==> src/rtl/ewb_pmem_arbiter_pkg.sv <==
// ----------------------------------------------------------------------------
// lc3b_types : shared types for the L2 / eviction-write-buffer memory arbiter.
//   lc3b_word   - 16-bit address word
//   lc3b_line   - 128-bit cache line
//   arb_state_t - arbiter FSM state encoding
// No ports (package).
// ----------------------------------------------------------------------------
package lc3b_types;

    typedef logic [15:0]  lc3b_word;
    typedef logic [127:0] lc3b_line;

    typedef enum logic [1:0] {
        S_IDLE  = 2'd0,
        S_READ  = 2'd1,
        S_WRITE = 2'd2,
        S_FWD   = 2'd3
    } arb_state_t;

endpackage

==> src/rtl/ewb_pmem_arbiter_if.sv <==
// ----------------------------------------------------------------------------
// ewb_pmem_arbiter_if : physical-memory bus between the arbiter and pmem.
//   pmem_read / pmem_write   - request strobes (arbiter -> memory)
//   pmem_address / pmem_wdata - request address and write line
//   pmem_rdata / pmem_resp   - read line and one-cycle completion pulse
// Modports: master (arbiter side), slave (memory side).
// ----------------------------------------------------------------------------
interface ewb_pmem_arbiter_if;
    import lc3b_types::*;

    logic     pmem_read;
    logic     pmem_write;
    lc3b_word pmem_address;
    lc3b_line pmem_wdata;
    lc3b_line pmem_rdata;
    logic     pmem_resp;

    modport master (
        output pmem_read, pmem_write, pmem_address, pmem_wdata,
        input  pmem_rdata, pmem_resp
    );

    modport slave (
        input  pmem_read, pmem_write, pmem_address, pmem_wdata,
        output pmem_rdata, pmem_resp
    );

endinterface

==> src/rtl/ewb_pmem_arbiter_starve.sv <==
// ----------------------------------------------------------------------------
// arb_starve_counter : saturating count of read grants taken while a
// writeback is waiting.
//   clk, reset - clock, synchronous active-high reset
//   inc        - one read completed while the writeback was pending
//   clr        - writeback completed or no writeback pending (wins over inc)
//   sat        - count has reached LIMIT
//   count      - current count (debug visibility)
// ----------------------------------------------------------------------------
module arb_starve_counter #(
    parameter int LIMIT = 4,
    localparam int CW   = $clog2(LIMIT + 1)
) (
    input  logic          clk,
    input  logic          reset,
    input  logic          inc,
    input  logic          clr,
    output logic          sat,
    output logic [CW-1:0] count
);

    assign sat = (count == CW'(LIMIT));

    always_ff @(posedge clk) begin
        if (reset || clr) begin
            count <= '0;
        end else if (inc && !sat) begin
            count <= count + 1'b1;
        end
    end

endmodule

==> src/rtl/ewb_pmem_arbiter.sv <==
// ----------------------------------------------------------------------------
// ewb_pmem_arbiter : shares one physical-memory port between L2 line fills
// and eviction-write-buffer writebacks.
//   clk, reset        - clock, synchronous active-high reset
//   l2_pmem_*         - L2 fill request (read/address in, rdata/resp out)
//   ewb_*             - writeback request (valid/address/wdata in, done out)
//   pmem              - physical-memory bus (master modport)
//   state_dbg         - current FSM state
//   starve_dbg        - current starve count
// Build option: define EWB_FORWARD_EN to serve a fill that hits the buffered
// line straight from ewb_wdata (S_FWD) instead of writing back first.
//
// Handshake: a requester raises its request (l2_pmem_read / ewb_valid) and
// holds it and its address/data stable until it sees its one-cycle
// completion pulse (l2_pmem_resp / ewb_done); the arbiter likewise holds its
// pmem strobe stable until pmem_resp, and pmem_resp is ignored unless a
// strobe is up. Every completion returns to S_IDLE, so grants are always
// separated by at least one idle cycle.
// ----------------------------------------------------------------------------
module ewb_pmem_arbiter
    import lc3b_types::*;
#(
    parameter int STARVE_LIMIT = 4,
    localparam int CW          = $clog2(STARVE_LIMIT + 1)
) (
    input  logic                clk,
    input  logic                reset,
    input  logic                l2_pmem_read,
    input  lc3b_word            l2_pmem_address,
    output lc3b_line            l2_pmem_rdata,
    output logic                l2_pmem_resp,
    input  logic                ewb_valid,
    input  lc3b_word            ewb_address,
    input  lc3b_line            ewb_wdata,
    output logic                ewb_done,
    ewb_pmem_arbiter_if.master  pmem,
    output arb_state_t          state_dbg,
    output logic [CW-1:0]       starve_dbg
);

    arb_state_t state, next_state;
    logic       line_match;
    logic       starve_sat;
    logic       starve_inc, starve_clr;

    logic       pmem_read_c, pmem_write_c;
    lc3b_word   pmem_address_c;
    lc3b_line   pmem_wdata_c;

    // A fill that targets the line sitting in the write buffer must never be
    // served from (stale) memory.
    assign line_match = l2_pmem_read && ewb_valid &&
                        (l2_pmem_address[15:4] == ewb_address[15:4]);

    assign starve_inc = (state == S_READ)  && pmem.pmem_resp && ewb_valid;
    assign starve_clr = ((state == S_WRITE) && pmem.pmem_resp) || !ewb_valid;

    arb_starve_counter #(.LIMIT(STARVE_LIMIT)) u_starve (
        .clk   (clk),
        .reset (reset),
        .inc   (starve_inc),
        .clr   (starve_clr),
        .sat   (starve_sat),
        .count (starve_dbg)
    );

    // State register.
    always_ff @(posedge clk) begin
        if (reset) begin
            state <= S_IDLE;
        end else begin
            state <= next_state;
        end
    end

    // Next-state logic.
    always_comb begin
        next_state = state;
        case (state)
            S_IDLE: begin
                if (line_match) begin
`ifdef EWB_FORWARD_EN
                    next_state = S_FWD;
`else
                    next_state = S_WRITE;
`endif
                end else if (ewb_valid && starve_sat) begin
                    next_state = S_WRITE;
                end else if (l2_pmem_read) begin
                    next_state = S_READ;
                end else if (ewb_valid) begin
                    next_state = S_WRITE;
                end
            end
            S_READ:  if (pmem.pmem_resp) next_state = S_IDLE;
            // Completes even if ewb_valid drops mid-write.
            S_WRITE: if (pmem.pmem_resp) next_state = S_IDLE;
            S_FWD:   next_state = S_IDLE;
            default: next_state = S_IDLE;
        endcase
    end

    // Output logic. Everything is forced low while reset is asserted so an
    // interrupted transaction is dropped in the very cycle reset is seen.
    always_comb begin
        pmem_read_c    = 1'b0;
        pmem_write_c   = 1'b0;
        pmem_address_c = '0;
        pmem_wdata_c   = '0;
        l2_pmem_rdata  = '0;
        l2_pmem_resp   = 1'b0;
        ewb_done       = 1'b0;
        if (!reset) begin
            case (state)
                S_READ: begin
                    pmem_read_c    = 1'b1;
                    pmem_address_c = l2_pmem_address;
                    l2_pmem_rdata  = pmem.pmem_rdata;
                    l2_pmem_resp   = pmem.pmem_resp;
                end
                S_WRITE: begin
                    pmem_write_c   = 1'b1;
                    pmem_address_c = ewb_address;
                    pmem_wdata_c   = ewb_wdata;
                    ewb_done       = pmem.pmem_resp;
                end
                S_FWD: begin
`ifdef EWB_FORWARD_EN
                    l2_pmem_rdata  = ewb_wdata;
                    l2_pmem_resp   = 1'b1;
`endif
                end
                default: begin
                end
            endcase
        end
    end

    assign pmem.pmem_read    = pmem_read_c;
    assign pmem.pmem_write   = pmem_write_c;
    assign pmem.pmem_address = pmem_address_c;
    assign pmem.pmem_wdata   = pmem_wdata_c;
    assign state_dbg         = state;

endmodule

==> src/flat_wrapper.sv <==
// flat-port wrapper written by rule: the top's interface ports become plain ports
module ewb_pmem_arbiter_flat import lc3b_types::*;
#(
    parameter int STARVE_LIMIT = 4,
    localparam int CW          = $clog2(STARVE_LIMIT + 1)
)
  (clk, reset, l2_pmem_read, l2_pmem_address, l2_pmem_rdata, l2_pmem_resp, ewb_valid, ewb_address, ewb_wdata, ewb_done, state_dbg, starve_dbg, pmem_pmem_read, pmem_pmem_write, pmem_pmem_address, pmem_pmem_wdata, pmem_pmem_rdata, pmem_pmem_resp);
  ewb_pmem_arbiter_if pmem_i ();
  input  logic clk;
  input  logic reset;
  input  logic l2_pmem_read;
  input  lc3b_word l2_pmem_address;
  output lc3b_line l2_pmem_rdata;
  output logic l2_pmem_resp;
  input  logic ewb_valid;
  input  lc3b_word ewb_address;
  input  lc3b_line ewb_wdata;
  output logic ewb_done;
  output arb_state_t state_dbg;
  output logic [CW-1:0] starve_dbg;
  output wire logic [$bits(pmem_i.pmem_read)-1:0] pmem_pmem_read;
  output wire logic [$bits(pmem_i.pmem_write)-1:0] pmem_pmem_write;
  output wire logic [$bits(pmem_i.pmem_address)-1:0] pmem_pmem_address;
  output wire logic [$bits(pmem_i.pmem_wdata)-1:0] pmem_pmem_wdata;
  input wire logic [$bits(pmem_i.pmem_rdata)-1:0] pmem_pmem_rdata;
  input wire logic [$bits(pmem_i.pmem_resp)-1:0] pmem_pmem_resp;
  assign pmem_pmem_read = pmem_i.pmem_read;
  assign pmem_pmem_write = pmem_i.pmem_write;
  assign pmem_pmem_address = pmem_i.pmem_address;
  assign pmem_pmem_wdata = pmem_i.pmem_wdata;
  assign pmem_i.pmem_rdata = pmem_pmem_rdata;
  assign pmem_i.pmem_resp = pmem_pmem_resp;
  ewb_pmem_arbiter #(.STARVE_LIMIT(STARVE_LIMIT)) u_core (.clk(clk), .reset(reset), .l2_pmem_read(l2_pmem_read), .l2_pmem_address(l2_pmem_address), .l2_pmem_rdata(l2_pmem_rdata), .l2_pmem_resp(l2_pmem_resp), .ewb_valid(ewb_valid), .ewb_address(ewb_address), .ewb_wdata(ewb_wdata), .ewb_done(ewb_done), .pmem(pmem_i), .state_dbg(state_dbg), .starve_dbg(starve_dbg));
endmodule
==> config.mk <==
export PLATFORM = sky130hd
export DESIGN_NAME = ewb_pmem_arbiter_flat
export DESIGN_NICKNAME = d
export VERILOG_FILES = /design/src/rtl/ewb_pmem_arbiter_pkg.sv /design/src/rtl/ewb_pmem_arbiter_if.sv /design/src/rtl/ewb_pmem_arbiter_starve.sv /design/src/rtl/ewb_pmem_arbiter.sv /design/src/flat_wrapper.sv
export SDC_FILE = /design/constraint.sdc
export NUM_CORES = 1
export LEC_CHECK = 0
export BUFFER_PORTS_ARGS = -buffer_cell sky130_fd_sc_hd__buf_4
export CORE_AREA = 2 2 226 228
export DETAILED_ROUTE_END_ITERATION = 10
export DIE_AREA = 0 0 228 230
export MAX_ROUTING_LAYER = met4
export PLACE_DENSITY = 0.3
export REMOVE_ABC_BUFFERS = 1
export SYNTH_ARGS = -nofsm -noshare
export SYNTH_HDL_FRONTEND = slang
export SYNTH_SLANG_ARGS = --single-unit
export TNS_END_PERCENT = 100
==> constraint.sdc <==
create_clock -name clk -period 3.95 [get_ports clk]
set_input_delay 0.5925 -clock clk [delete_from_list [all_inputs] [get_ports clk]]
set_output_delay 0.5925 -clock clk [all_outputs]
set_load 0.005 [all_outputs]
==> qor.txt, run 1 <==
vias in the first global route - 5067
register area share after synthesis - 3.84%
area leader, netlist - and2_1
MaxCap Viol Count - 0
CTS Buf Count - 3
Post-Syn Area - 2610 µm²
type of the tightest min-delay check - reg -> reg
DIE WIDTH - 228 µm
Die Span Y - 230 µm
Final GP Congestion - 0.830
fraction of the mapped netlist area in adder cells - 2.88%
Critical Path AT - 2070 ps
Period Utilization, post-route - 67.5%
Avg Cell Area, Syn - 6.82 µm²
most frequent cells in the layout - buf_4, and2_1, nor2_1
Layout Utilization - 15.2%
Routed WL - 32.4 mm
Yosys top cell area share - 61.9%
peak supply drop - 0.0684 mV
Crit-path slowest cell - buf_12
worst rel slew slack - 54.6%
Residual DRC - 0
post-CTS setup buffers - 0
post-detail-place hpwl - 30.0 mm
Post-Route Skew - 1.03 ps
min cycle time layout - 2670 ps
Hold Slack - 556 ps
global-route wire length before repair - 42.2 mm
outcome - completed
Crit Path Class - reg -> out
Max Slew Vio Count - 0
Synth cell types - 28
Inst Count DP - 1597
wire length per cell - 20.1 µm
Max clock buf depth - 2
DRT iter0 DRCs - 133
htree depth - 1
Hold-fix buffers, CTS - 0
number of antenna violations at the first check in global routing - 20
#FFs+latches synth - 5
post-synthesis mux area share - 0.384%
final setup vio count - 0
RSZ-0062 raised after global routing - false
Synth area leaders - and2_1, buf_6, a22oi_1
crit-path max cell delay - 330 ps
floorplan row count - 82
Lkg Pwr - 3.97 nW
starting density of the core - 5.23%
NumNets Final - 1229
largest net degree at the start of global routing - 131
Root Buffer - clkbuf_16
Cells after Synth - 382
Compound-Gate Fraction of Synth Area - 5.66%
GRT Total Usage - 11.9%
Sum Neg Setup Slack - 0 ps
FMAX - 0.375 GHz
Yosys warning total - 0
vias per cell - 3.02
core area - 49900 µm²
worst-path cell chain - inv_1 > ha_1 > buf_4 > nor2b_4 > buf_12 > and2_1 > buf_4
DR vias - 4861
Final Hold Fails - 0
port bufs - 573
CTS clk-pin slew, worst paths - 30 ps
CTS tree - yes
grt total ovfl - 0
share of cells above drive strength 1 - 63.0%
largest family of logic cells by synthesized area - simple AND/OR/NAND/NOR gates
worst skew pair latency - 230 ps
fin cells - 1609
Routed Antenna Nets - 0
num ports - 574
worst slew pin tran - 681 ps
Worst Path Required - 3360 ps
CP max FO - 130
CP Capture Type - output port
CP startpoint kind - flip-flop
post-cts gate resize count - 0
PD cells - 118 nW/µm²
commonest non-fill, non-tap cell in the layout - buf_4
Pre-antenna DRT Iters - 4
synth-to-layout area growth - 191%
clock sink count - 5
XOR/XNOR share of the synthesized area - 4.70%
CP most frequent cell - buf_4
post-synthesis simple-gate area fraction - 70.1%
die area - 52400 µm²
## path summary, 6_finish.rpt
path	start	end	cells past startpoint	slack [ps]
hold reg to reg	u_core.u_starve.count[2]$_SDFFE_PP0P_	u_core.u_starve.count[2]$_SDFFE_PP0P_	2	560
setup / recovery	u_core.state_dbg[1]$_SDFFE_PP0P_	l2_pmem_rdata[36]	7	1280
setup reg to reg	u_core.state_dbg[0]$_SDFFE_PP0P_	u_core.state_dbg[1]$_SDFFE_PP0P_	6	2330
hold / removal	u_core.u_starve.count[2]$_SDFFE_PP0P_	u_core.u_starve.count[2]$_SDFFE_PP0P_	2	560
## kinds of logic after synthesis
kind of cell,count (synthesis)
muxes,1
adders and majority gates,6
DFF,5
xor gates and xnor gates,14
and+or+nand+nor,299
AOI/OAI and AO/OA,19
buffers and inverters,38
## area by class of cell
cell class                      count  area, µm²
Tap cell                          672        841
Timing Repair Buffer              577       4360
Fill cell                        5855      42300
Antenna cell                        8       20.0
Clock buffer                        4       78.8
Multi-Input combinational cell    339       2180
Sequential cell                     5        100
Inverter                            4       15.0
## sequential cells by signal, indices dropped and copies added, names as in the netlist
name / count
u_core.u_starve.count: 3
u_core.state_dbg: 2
## critical path: cells and delay by family (launching register included)
family / cells / cell delay [ps]
buffers and inverters: 4 / 810
AND/OR/NAND/NOR: 2 / 460
flip-flops: 1 / 320
adder cells (fa/ha/maj): 1 / 160
## power by group
part / switching [mW] / leakage (nW) / total [mW] / internal [mW]
sequential: 0.00230 / 0.0406 / 0.0561 / 0.0538
combinational: 0.263 / 3.89 / 0.669 / 0.406
clock: 0.0342 / 0.0382 / 0.168 / 0.134
total: 0.299 / 3.97 / 0.893 / 0.593
## Yosys cell counts
cell type,count
nor2b_1,1
and2_1,258
clkbuf_1,6
xnor2_1,13
ha_1,6
a311o_1,1
xor2_1,1
buf_2,2
clkbuf_2,1
dfxtp_1,5
buf_4,3
inv_1,4
nand2_1,5
nor2b_2,1
nor2b_4,2
o32ai_1,1
nand2b_1,1
nor3_1,1
nor4_2,1
nor2_1,20
nand3b_1,1
buf_6,22
mux2i_1,1
nand3_1,3
a21oi_2,1
and3_1,2
nand4_1,3
a22oi_1,16
## stage by stage
stage	setup slack [ps]	instance area (µm²)	power, mW
after floorplan	1190	2300	0.241
after global placement	1440	7500	0.750
after detailed placement	1460	7500	0.750
after CTS	1210	7570	0.920
after global routing	1090	7580	0.962
final	1280	7590	0.893
## layer usage
layer / up-vias / track usage, % / wire length, µm
met2: 367 / 25.0 / 18900
met4: 0 / 0.735 / 234
met1: 2197 / 10.5 / 10100
li1: 2270 / - / -
met5: - / - / 0
met3: 27 / 4.17 / 3110
No activity file was read; power rests on OpenSTA's default activity.
==> run 2: changes to the inputs <==
Settings changed: CORE_AREA 2 2 226 228 to 2 2 222 224, DIE_AREA 0 0 228 230 to 0 0 224 226.
Clock period 3.95 ns to 2.6 ns, I/O delays scaled along.
==> run 2 against run 1 <==
Against the previous run: sequential power increased by 52%; setup slack got worse by 860 ps; critical path depth decreased by 1; routed wire length decreased by 0.43%; hold slack got worse by 87 ps; cell count decreased by 3.2%; critical path type unchanged; largest cell class unchanged.
==> qor.txt, run 2 (synthesis gave the netlist of run 1 again) <==
core area - 48300 µm²
NumNets Final - 1229
Hold Slack - 469 ps
min cycle time layout - 2180 ps
num ports - 574
CTS clk-pin slew, worst paths - 30 ps
vias in the first global route - 4906
worst slew pin tran - 663 ps
CP Capture Type - output port
CP max FO - 130
vias per cell - 3.09
Final Hold Fails - 0
GRT Total Usage - 12.1%
max reg flops - 3
FILL cells - 5605
Final GP Congestion - 0.773
flop2flop setup slack - 1020 ps
htree depth - 1
port bufs - 573
floorplan row count - 81
CP startpoint kind - flip-flop
Die Span Y - 226 µm
Inst Count DP - 1547
fin cells - 1557
CTS Buf Count - 3
post-cts gate resize count - 0
Period Utilization, post-route - 83.8%
Layout Utilization - 15.6%
starting density of the core - 5.39%
worst skew pair latency - 230 ps
Lkg Pwr - 3.97 nW
Crit-path slowest cell - dfxtp_1
DR vias - 4804
Routed Antenna Nets - 0
MaxCap Viol Count - 0
FMAX - 0.459 GHz
Root Buffer - clkbuf_16
synth-to-layout area growth - 189%
most frequent cells in the layout - buf_4, and2_1, nor2_1
Reg with most FFs - u_core.u_starve.count
final setup vio count - 0
type of the tightest min-delay check - in -> reg
post-CTS setup buffers - 0
largest net degree at the start of global routing - 131
peak supply drop - 0.126 mV
Critical Path AT - 1790 ps
Sum Neg Setup Slack - 0 ps
post-detail-place hpwl - 29.9 mm
total power - 1.35 mW
Max clock buf depth - 2
global-route wire length before repair - 40.1 mm
Pre-antenna DRT Iters - 4
register area - 100 µm²
PD cells - 179 nW/µm²
wire length per cell - 20.7 µm
crit-path max cell delay - 310 ps
Post-Route Skew - 2.18 ps
Hold-fix buffers, CTS - 0
die area - 50600 µm²
DRT iter0 DRCs - 123
worst rel slew slack - 55.8%
commonest non-fill, non-tap cell in the layout - buf_4
Routed WL - 32.3 mm
area of the multi-input gates - 2180 µm²
Crit Path Class - reg -> out
Worst Path Required - 2210 ps
grt total ovfl - 0
share of cells above drive strength 1 - 63.0%
RSZ-0062 raised after global routing - false
CTS tree - yes
Max Slew Vio Count - 0
number of antenna violations at the first check in global routing - 13
clock sink count - 5
outcome - completed
DIE WIDTH - 224 µm
Residual DRC - 0
worst-path cell chain - inv_1 > ha_1 > nor2b_4 > buf_12 > and2_1 > buf_4
-- run 2: cell count changes in the layout (fill, tap and decap cells not counted), sizes merged --
cell / before / now
diode: 8 / 6
-- run 2: critical path, delay by kind of cell (launching register included) --
| kind | cells | cell delay [ps] |
|---|---|---|
| buffers and inverters | 3 | 550 |
| and+or+nand+nor | 2 | 380 |
| DFF | 1 | 310 |
| adders and majority gates | 1 | 180 |
-- run 2: path summary, 6_finish.rpt --
check	startpoint	to	cells past startpoint
min reg2reg	u_core.u_starve.count[2]$_SDFFE_PP0P_	u_core.u_starve.count[2]$_SDFFE_PP0P_	2
min	reset	u_core.state_dbg[0]$_SDFFE_PP0P_	2
max reg2reg	u_core.state_dbg[0]$_SDFFE_PP0P_	u_core.state_dbg[1]$_SDFFE_PP0P_	6
max	u_core.state_dbg[1]$_SDFFE_PP0P_	l2_pmem_rdata[4]	6
-- run 2: per-layer routing --
layer | vias up | track usage [%] | wire (µm)
met2 | 350 | 26.2 | 19200
met4 | 0 | 1.78 | 378
met1 | 2164 | 9.51 | 9430
li1 | 2268 | - | -
met3 | 22 | 4.36 | 3220
met5 | - | - | 0
-- run 2: where the power goes --
part	total (mW)	switching (mW)	internal, mW
combinational	1.01	0.394	0.616
sequential	0.0850	0.00332	0.0817
clock	0.254	0.0509	0.203
-- run 2: final cells by class --
cell class,count,share of cell area [%]
Tap cell,622,10.3
Timing Repair Buffer,577,57.9
Multi-Input combinational cell,339,29.0
Clock buffer,4,1.05
Inverter,4,0.199
Antenna cell,6,0.199
Sequential cell,5,1.33
-- run 2: metrics by stage --
step / cell area (µm²) / setup WS [ps]
after global placement: 7430 / 613
after global routing: 7520 / 248
after detailed placement: 7430 / 625
after CTS: 7510 / 400
after floorplan: 2300 / 41.9
final: 7530 / 422
